File: src/rtl/cmn_trace_buffer.sv
// Trace capture for NCHAN val/rdy channels: every cycle where the sampled handshake
// vector changes is timestamped and stored in a circular buffer drained through a val/rdy port.
module cmn_trace_buffer #(
    parameter int NCHAN   = 4,
    parameter int DEPTH   = 16,
    parameter int TS_BITS = 16,
    parameter int MODE    = 0
) (
    input  logic                          clk_i,
    input  logic                          reset_ni,
    input  logic                          en_i,
    input  logic                          clear_i,
    input  logic [NCHAN-1:0]              mon_val_i,
    input  logic [NCHAN-1:0]              mon_rdy_i,
    output logic                          rd_val_o,
    input  logic                          rd_rdy_i,
    output logic [TS_BITS+2*NCHAN-1:0]    rd_msg_o,
    output logic [$clog2(DEPTH):0]        count_o,
    output logic                          full_o,
    output logic                          overflow_o,
    output logic [TS_BITS-1:0]            cycles_o
);

    localparam int W  = TS_BITS + 2*NCHAN;
    localparam int AW = $clog2(DEPTH);
    localparam int CW = AW + 1;
    localparam logic [CW-1:0] FULL_CNT = CW'(DEPTH);

    logic [W-1:0]         mem_q [DEPTH];
    logic [AW-1:0]        wr_ptr_q, wr_ptr_d;
    logic [AW-1:0]        rd_ptr_q, rd_ptr_d;
    logic [CW-1:0]        count_q, count_d;
    logic [TS_BITS-1:0]   cycles_q, cycles_d;
    logic                 overflow_q, overflow_d;
    logic                 prev_valid_q, prev_valid_d;
    logic [2*NCHAN-1:0]   prev_s_q, prev_s_d;

    logic [2*NCHAN-1:0]   sample;
    logic                 is_full;
    logic                 is_event;
    logic                 do_pop;
    logic                 do_write;
    logic                 do_overwrite;
    logic                 lose;

    assign sample = {mon_val_i, mon_rdy_i};

    // A full buffer loses an event only when no pop frees a slot in the same cycle.
    always_comb begin
        is_full      = (count_q == FULL_CNT);
        is_event     = en_i && (!prev_valid_q || (sample != prev_s_q));
        do_pop       = (count_q != '0) && rd_rdy_i;
        lose         = is_event && is_full && !do_pop;
        do_write     = is_event && (!lose || (MODE == 0));
        do_overwrite = lose && (MODE == 0);

        wr_ptr_d     = wr_ptr_q;
        rd_ptr_d     = rd_ptr_q;
        count_d      = count_q;
        cycles_d     = cycles_q + TS_BITS'(1);
        overflow_d   = overflow_q | lose;
        prev_valid_d = en_i;
        prev_s_d     = en_i ? sample : prev_s_q;

        if (do_write) begin
            wr_ptr_d = wr_ptr_q + AW'(1);
        end
        if (do_pop || do_overwrite) begin
            rd_ptr_d = rd_ptr_q + AW'(1);
        end
        if (do_write && !do_pop && !is_full) begin
            count_d = count_q + CW'(1);
        end else if (do_pop && !do_write) begin
            count_d = count_q - CW'(1);
        end
    end

    always_ff @(posedge clk_i) begin
        if (!reset_ni || clear_i) begin
            wr_ptr_q     <= '0;
            rd_ptr_q     <= '0;
            count_q      <= '0;
            cycles_q     <= '0;
            overflow_q   <= 1'b0;
            prev_valid_q <= 1'b0;
            prev_s_q     <= '0;
        end else begin
            wr_ptr_q     <= wr_ptr_d;
            rd_ptr_q     <= rd_ptr_d;
            count_q      <= count_d;
            cycles_q     <= cycles_d;
            overflow_q   <= overflow_d;
            prev_valid_q <= prev_valid_d;
            prev_s_q     <= prev_s_d;
        end
    end

    // Storage carries no reset; entries are only observable through count_q.
    always_ff @(posedge clk_i) begin
        if (reset_ni && !clear_i && do_write) begin
            mem_q[wr_ptr_q] <= {cycles_q, sample};
        end
    end

    assign rd_val_o   = (count_q != '0);
    assign rd_msg_o   = rd_val_o ? mem_q[rd_ptr_q] : '0;
    assign count_o    = count_q;
    assign full_o     = is_full;
    assign overflow_o = overflow_q;
    assign cycles_o   = cycles_q;

endmodule

File: config.mk
export PLATFORM = sky130hd
export DESIGN_NAME = cmn_trace_buffer
export DESIGN_NICKNAME = d
export VERILOG_FILES = /design/src/rtl/cmn_trace_buffer.sv
export SDC_FILE = /design/constraint.sdc
export NUM_CORES = 1
export LEC_CHECK = 0
export CORE_UTILIZATION = 45
export CTS_BUF_LIST = sky130_fd_sc_hd__clkbuf_8 sky130_fd_sc_hd__clkbuf_16
export CTS_CLUSTER_DIAMETER = 40
export DETAILED_ROUTE_END_ITERATION = 10
export SLEW_MARGIN = 5
export SYNTH_ARGS = -nofsm -noshare
export SYNTH_HDL_FRONTEND = slang
export SYNTH_SLANG_ARGS = --single-unit
export TNS_END_PERCENT = 100
File: constraint.sdc
create_clock -name clk_i -period 3.8 [get_ports clk_i]
set_input_delay 0.57 -clock clk_i [delete_from_list [all_inputs] [get_ports clk_i]]
set_output_delay 0.57 -clock clk_i [all_outputs]
set_load 0.02 [all_outputs]
[Yosys cells after proc, flatten, opt, wreduce, memory -nomap -nowiden]
Memory sizes are Yosys's and may differ from the RTL's. A register that Yosys moved wholly into a read port is not among the register bits.
Index checks and enable logic that the tools add are counted.
Word-level totals
  register bits: 39
  memories: 1
  output and inout port bits: 48
  input port bits: 13
  logic and storage cells: 43
  memory bits (writable): 384
Operators by class
  eq/ne operators: 2
  mux-type cells: 7
  reductions and logical operators: 20
  add/subtract/negate cells: 5
  bitwise gates (word level): 1
Memories
  mem_q: words 16, bits a word 24, read ports 1, clocked after Yosys merged registers in 1, wr ports 1, RTL line 29  | logic [W-1:0] mem_q [DEPTH];
Operator list (number)
  $mux 24: 1
  $add 16x1->16 const B: 1
  $mux 5: 2
  $logic_and 1x1->1: 9
  $add 4x1->4 const B: 2
  $mux 4: 2
  $ne 8x8->1: 1
  $logic_not 1->1: 6
  $add 5x1->5 const B: 1
  $eq 5x5->1 const B: 1
  $reduce_bool 5->1: 1
  $sub 5x1->5 const B: 1
  $logic_or 1x1->1: 3
  $mux 1: 2
  $reduce_bool 2->1: 1
  $or 1x1->1: 1

[Logic depth before layout (Yosys ltp)]
Gate-level depths: netlist of the first run.
  depth after elaboration: 8
  mapped depth: 13

[Worst setup path after synthesis of the first run]
Ideal clock, no wire load.
  path type: input to register
  start point: in mon_rdy_i[2]
  end point: mem mem_q[0][0] in the netlist's numbering (enable)
  setup time: 435 ps
  cell stages on the path: 6
  setup slack: 319 ps
  required time: 3365 ps
  arrival: 3046 ps
  path through: xnor2_1 -> nand4_1 -> nor3_1 -> nor3_1 -> nand2_1 -> nor3_1
Between the ends
  cells in the longest elaborated chain, start to end: 6
RTL lines
  start: declaration: RTL line 14  | input logic [NCHAN-1:0] mon_rdy_i,
  $ne 8x8->1: RTL line 51  | is_event = en_i && (!prev_valid_q || (sample != prev_s_q));
  $logic_or 1x1->1: RTL line 51
  $logic_and 1x1->1: RTL line 51
  $logic_and 1x1->1: RTL line 100  | if (reset_ni && !clear_i && do_write) begin
  $mux 1: RTL line 100
  $mux 1 (not written as such): RTL line 101  | mem_q[wr_ptr_q] <= {cycles_q, sample};
  end: declaration: RTL line 29
No other way between the ends.

==> impl_metrics.yaml, run 1 <==
min_path:
  min_path_type: "flip-flop to flip-flop"
route:
  viasPerCell: 5.63
  wl_um: 35700
  firstDrtPassIters: 5
  wl_met2_um: 18000
  top_layer: "met4"
  wire_per_inst_um: 24.8
  routedLengthMet1_um: 15400
  vias: 8106
  met3_length_um: 1570
  drc_errors: 0
  drt_iter0_drc: 874
  drtAntennaViolNets: 0
floorplan:
  num_io_pins: 61
  core_um2: 36400
  die-area_um2: 37700
  initial_core_util_pct: 45.6
  dieWidth_um: 194
  die_y_um: 194
  rows: 70
grt:
  antenna_found_initial: 0
  overflow: 0
  grt_pass1_wl_um: 54500
  gr-usage-all-layers_pct: 19.5
  grt_pass1_vias: 8705
  grt_max_degree: 37
clock_tree:
  cts_buffers: 49
  cts_hold_buf: 0
  cts.clk_slew.worst_paths_ns: 0.06
  clockBufferDepth: 3
  cts-htree-levels: 2
  clock_latency_ns: 0.56
  cts_sinks: 427
  cts_tree: "built"
  cts_root_buf: "clkbuf_16"
synth:
  syn_area_um2: 16600
  syn-num-nets: 820
  synth_xor_area_share_pct: 1.42
  ys_types: 42
  synth_top_family_by_area: "multiplexers"
  synthMuxAreaShare_pct: 16.8
  ys_ff_latch: 427
  yosysWarnings: 0
  synth_cells: 797
  yosys.area_share.simple_pct: 3.92
  syn_area_per_cell_um2: 20.8
  synth_compound_area_share_pct: 1.10
  synth_adder_area_share_pct: 0.798
  yosysSeqAreaShare_pct: 74.6
setup_path:
  endpoint_kind: "primary output"
  rrSetupSlack_ns: 0.64
  rr_worst_depth: 10
  endpoint: "rd_msg_o[1]"
  critPathKind: "flip-flop to primary output"
  r2r_start: "count_o[1]"
  worstSetupStartpointType: "flip-flop"
  cp_max_fo: 34
  cp.required_ns: 3.23
  arrival_ns: 3.06
  r2r-end: "count_o[4]"
timing:
  relSlewSlack_pct: 49.6
  finalSetupTns_ns: 0
  fmaxAchievable_ghz: 0.275
  period_share_pct: 95.6
  fin_skew_ns: 0.0110
  worst_pin_slew_ns: 0.755
  grt_setup_unrepaired: "no"
  setup_viol: 0
  report.final.slew_viol_count: 0
  hold_viol: 0
  min_period_ns: 3.63
finish:
  seqCellArea_um2: 12400
  num_antenna_cells: 0
  utilization_pct: 54.4
  multiInputGateArea_um2: 4050
  drive_above_1_share_pct: 29.1
  syn_to_final_growth_pct: 19.3
  layout.nets: 955
  fillers: 2783
flow_run:
  drv_cap: 0
power:
  p_clk_share_pct: 43.3
  leakage_nw: 6.16
  p_per_area_nw_per_um2: 515
  design_power_total_mw: 10.2
  p_seq_share_pct: 50.2
  p_int_mw: 8.01
  p_switching_mw: 2.19
  p_comb_share_pct: 6.5
  peakVddDrop_uv: 339
  switching_share_pct: 21.5
placed_design:
  dpl.hpwl_um: 21500
  place.port_buffers: 60
  gp_congestion: 0.757
outcome:
  status: "complete, no violations"
==> flip-flops by register name (all words and copies together) (netlist names), named ones only <==
| signal | flops |
|---|---|
| rd_ptr_q | 4 |
| overflow_o | 1 |
| cycles_o | 16 |
| count_o | 5 |
| wr_ptr_q | 4 |
| prev_s_q | 8 |
| prev_valid_q | 1 |
| mem_q | 384 |
==> cells in the final DEF (no fill, tap or decap), types with 3 or more instances in the layout <==
cell,Yosys,layout
clkbuf_16,0,51
nor2_1,44,31
clkinvlp_4,0,8
ha_1,9,9
mux2i_1,9,9
nor3_2,0,4
nand2b_1,4,4
xnor2_1,18,18
and3_1,3,3
nor2b_1,27,27
nor2_2,0,13
edfxtp_1,384,384
o21ai_0,6,6
a21oi_1,8,8
buf_12,0,8
xor2_1,9,9
nand3_1,10,10
clkinv_1,0,7
clkdlybuf4s50_1,0,60
buf_4,0,54
dfxtp_1,43,40
or3_1,3,3
inv_1,8,20
nor3_1,8,4
nand4_1,6,6
clkinv_2,0,6
nand2_1,19,19
mux4_2,120,120
==> metal layers <==
| metal | vias up | global-route usage (%) |
|---|---|---|
| met4 | 0 | 5.41 |
| met1 | 4289 | 26.6 |
| li1 | 3528 | - |
| met3 | 62 | 3.27 |
| met2 | 227 | 32.7 |
| met5 | - | 0 |
==> what timing repair did <==
action | 4_1_cts | 5_1_grt
setup endpoints to repair | 7 | 0
setup buffers | 2 | 0
resized for setup | 1 | 0
==> final cells by class <==
cell class              instances  area share (%)
flip-flops and latches        427            62.6
well taps                     468            2.95
inverters                       8           0.152
clock buffers                  52            6.51
multi-input cells             323            20.4
clock inverters                40            1.36
repair buffers                123            6.02
==> per-stage QoR <==
step | instance area, µm² | std cells | worst slack, ns | hold slack [ns]
after detailed placement | 18200 | 1347 | 0.142 | 0.477
after global routing | 19800 | 1441 | 0.0488 | 0.525
after global placement | 18200 | 1347 | 0.297 | 0.458
final | 19800 | 1441 | 0.168 | 0.491
after floorplan | 16600 | 797 | 0.319 | 0.449
after CTS | 19800 | 1441 | 0.108 | 0.489
==> logic make-up after synthesis <==
logic type                 after synthesis
buffers and inverters                   47
and+or+nand+nor                        131
xor gates and xnor gates                27
AOI/OAI and AO/OA                       26
muxes                                  129
DFF                                    427
adders and majority gates               10
==> critical path, cell delays in order (launching register included) <==
cell and delay [ns]:
dfxtp_4 0.44, buf_16 0.28, mux4_2 0.58, mux4_2 0.47
nor2b_1 0.14, clkdlybuf4s50_1 0.56
==> worst min-delay path by stage <==
stage | from | to | slack, ns | cells after the start
after floorplan | rd_ptr_q[3] | flip-flop | 0.45 | 2
after global placement | overflow_o | overflow_o | 0.46 | 2
after detailed placement | overflow_o | overflow_o | 0.48 | 2
after CTS | overflow_o | overflow_o | 0.49 | 2
after global routing | rd_ptr_q[3] | rd_ptr_q[3] | 0.53 | 2
final | overflow_o | overflow_o | 0.49 | 2
==> synthesized netlist by cell type <==
library cell	number	area, µm²
and2_1	2	12.5
dfxtp_1	43	861
o31a_1	1	8.76
o31ai_1	1	7.51
nor4_1	1	6.26
xnor2_1	18	158
nand2b_1	4	25.0
nand2_1	19	71.3
or3_1	3	18.8
a31o_2	1	8.76
clkbuf_1	17	63.8
or4_4	1	11.3
mux2i_1	9	90.1
o22ai_2	1	12.5
and2b_1	1	7.51
buf_1	7	26.3
o21ai_1	1	5.00
a31oi_1	1	6.26
and3_1	3	18.8
buf_2	9	45.0
nor2b_1	27	169
a21o_1	1	7.51
fa_1	1	20.0
mux4_2	120	2700
or3b_2	1	8.76
nand3_2	1	10.0
ha_1	9	113
a32oi_1	1	8.76
nand4_1	6	37.5
edfxtp_1	384	11500
nand3_1	10	50.1
o32ai_2	1	16.3
o21ai_0	6	30.0
a21oi_1	8	40.0
xor2_1	9	78.8
a211oi_1	2	15.0
o21ai_4	1	16.3
nor3_1	8	40.0
inv_1	8	30.0
nor2_1	44	165
clkbuf_4	1	7.51
buf_6	5	56.3
==> power by group through the flow <==
stage / sequential, mW / clock (mW) / combinational, mW
6_report: 5.12 / 4.42 / 0.662
5_1_grt: 5.12 / 4.69 / 0.710
4_1_cts: 5.12 / 4.51 / 0.675
3_5_place_dp: 5.22 / 0 / 0.664
3_3_place_gp: 5.22 / 0 / 0.650
2_1_floorplan: 5.21 / 0 / 0.393
No activity file was read; power rests on OpenSTA's default activity.
==> run 2, diff against run 1 <==
--- a/config.mk
+++ b/config.mk
@@ -8,9 +8,9 @@
 export CORE_UTILIZATION = 45
 export CTS_BUF_LIST = sky130_fd_sc_hd__clkbuf_8 sky130_fd_sc_hd__clkbuf_16
 export CTS_CLUSTER_DIAMETER = 40
+export CTS_CLUSTER_SIZE = 28
 export DETAILED_ROUTE_END_ITERATION = 10
 export SLEW_MARGIN = 5
 export SYNTH_ARGS = -nofsm -noshare
 export SYNTH_HDL_FRONTEND = slang
 export SYNTH_SLANG_ARGS = --single-unit
-export TNS_END_PERCENT = 100
==> run 2 against run 1 <==
  * Largest cell class unchanged
  * Core utilization increased by 0.31 points
  * Register-to-register slack about the same
  * Cell count decreased by 0.14%
  * Non-clock buffer count unchanged
  * Via count increased by 0.57%
==> impl_metrics.yaml, run 2 (synthesis gave the netlist of run 1 again) <==
outcome:
  status: "complete, no violations"
grt:
  gr-usage-all-layers_pct: 19.6
  antenna_found_initial: 0
  overflow: 0
  grt_pass1_vias: 8654
  grt_max_degree: 37
  grt_pass1_wl_um: 54400
setup_path:
  r2r_start: "count_o[0]"
  cp_max_fo: 26
  endpoint_kind: "primary output"
  arrival_ns: 3.07
  critPathKind: "flip-flop to primary output"
  worstSetupStartpointType: "flip-flop"
  r2r-end: "count_o[4]"
  rrSetupSlack_ns: 0.65
  rr_worst_depth: 10
  cp.required_ns: 3.23
timing:
  worst_pin_slew_ns: 0.751
  relSlewSlack_pct: 49.5
  report.final.slew_viol_count: 0
  hold_viol: 0
  setup_viol: 0
  fin_skew_ns: 0.0263
  fmaxAchievable_ghz: 0.275
  grt_setup_unrepaired: "no"
  finalSetupTns_ns: 0
  period_share_pct: 95.7
  min_period_ns: 3.64
finish:
  num_antenna_cells: 0
  layout.nets: 954
  layout_common_cells: "edfxtp_1, mux4_2, clkdlybuf4s50_1, buf_4, clkbuf_16"
  largest_register_ffs: 384
  final_common_cell: "edfxtp_1"
  syn_to_final_growth_pct: 19.9
  final_cells: 1439
  regMostFlops: "mem_q"
  drive_above_1_share_pct: 29.7
  fillers: 2778
placed_design:
  gp_congestion: 0.757
  dp_cells: 1347
  dpl.hpwl_um: 21500
  place.port_buffers: 60
route:
  top_layer: "met4"
  wl_met2_um: 18100
  wl_um: 35800
  drt_iter0_drc: 770
  vias: 8152
  met3_length_um: 1880
  routedLengthMet1_um: 15100
  drc_errors: 0
  drtAntennaViolNets: 0
  viasPerCell: 5.67
  firstDrtPassIters: 5
  wire_per_inst_um: 24.9
power:
  peakVddDrop_uv: 333
  p_per_area_nw_per_um2: 528
  leakage_nw: 6.20
  design_power_total_mw: 10.5
clock_tree:
  cts_buffers: 48
  cts_sinks: 427
  cts_hold_buf: 0
  cts_root_buf: "clkbuf_16"
  clock_latency_ns: 0.56
  clockBufferDepth: 3
  cts-htree-levels: 2
  cts_tree: "built"
  cts.clk_slew.worst_paths_ns: 0.06
flow_run:
  drv_cap: 0
floorplan:
  core_um2: 36400
  die-area_um2: 37700
  num_io_pins: 61
  initial_core_util_pct: 45.6
  die_y_um: 194
  dieWidth_um: 194
  rows: 70
min_path:
  holdPathEnd: "overflow_o"
  min_path_type: "flip-flop to flip-flop"
  holdCritStartpoint: "overflow_o"
  whs_path_depth: 2
==> run 2: where the power goes <==
part	internal, mW	leakage, nW	switching (mW)
combinational	0.317	1.64	0.346
clock	2.81	0.828	1.93
sequential	5.09	3.73	0.0261
total	8.22	6.20	2.30
==> run 2: repair_timing <==
action,in CTS,in global routing
buffers inserted,2,0
endpoints found under the setup margin,4,0
gates resized for setup,1,0
endpoints found under the hold margin,0,0
==> run 2: metal layers <==
layer	track usage (%)	vias to the layer above
li1	-	3527
met1	26.5	4301
met2	32.9	264
met3	3.20	60
met4	5.82	0
met5	0	-
==> run 2: how the worst max path moves through the flow <==
stage | cells after the start | startpoint | to | slack (ns)
2_1_floorplan | 6 | mon_rdy_i[2] | mem_q[0][0] | 0.32
3_3_place_gp | 12 | mon_rdy_i[1] | count_o[4] | 0.30
3_5_place_dp | 12 | mon_rdy_i[1] | count_o[4] | 0.14
4_1_cts | 5 | flip-flop | rd_msg_o[1] | 0.12
5_1_grt | 5 | flip-flop | rd_msg_o[15] | 0.06
6_report | 5 | flip-flop | rd_msg_o[15] | 0.16
==> run 2: layout make-up <==
| cell class | count | area [µm²] | share of cell area, % |
|---|---|---|---|
| multi-input combinational | 323 | 4050 | 20.3 |
| clock inverter | 39 | 407 | 2.04 |
| clock buffer | 51 | 1260 | 6.35 |
| timing repair buffer | 123 | 1190 | 5.99 |
| sequential | 427 | 12400 | 62.2 |
| inverter | 8 | 30.0 | 0.151 |
| tap | 468 | 586 | 2.94 |
==> run 2: critical path, cell delays in order, from the launching register on <==
cell and delay [ns]:
dfxtp_4 0.62, buf_4 0.35, mux4_2 0.36, mux4_2 0.49, nor2b_1 0.14, clkdlybuf4s50_1 0.54
==> run 2: stage by stage <==
step | instance area [µm²] | worst slack [ns] | utilization (%) | hold WS (ns)
CTS | 19900 | 0.122 | 54.7 | 0.489
global placement | 18200 | 0.297 | 50.1 | 0.458
detailed placement | 18200 | 0.142 | 50.1 | 0.477
floorplan | 16600 | 0.319 | - | 0.449
global route | 19900 | 0.0582 | 54.7 | 0.526
finish | 19900 | 0.163 | 54.7 | 0.489
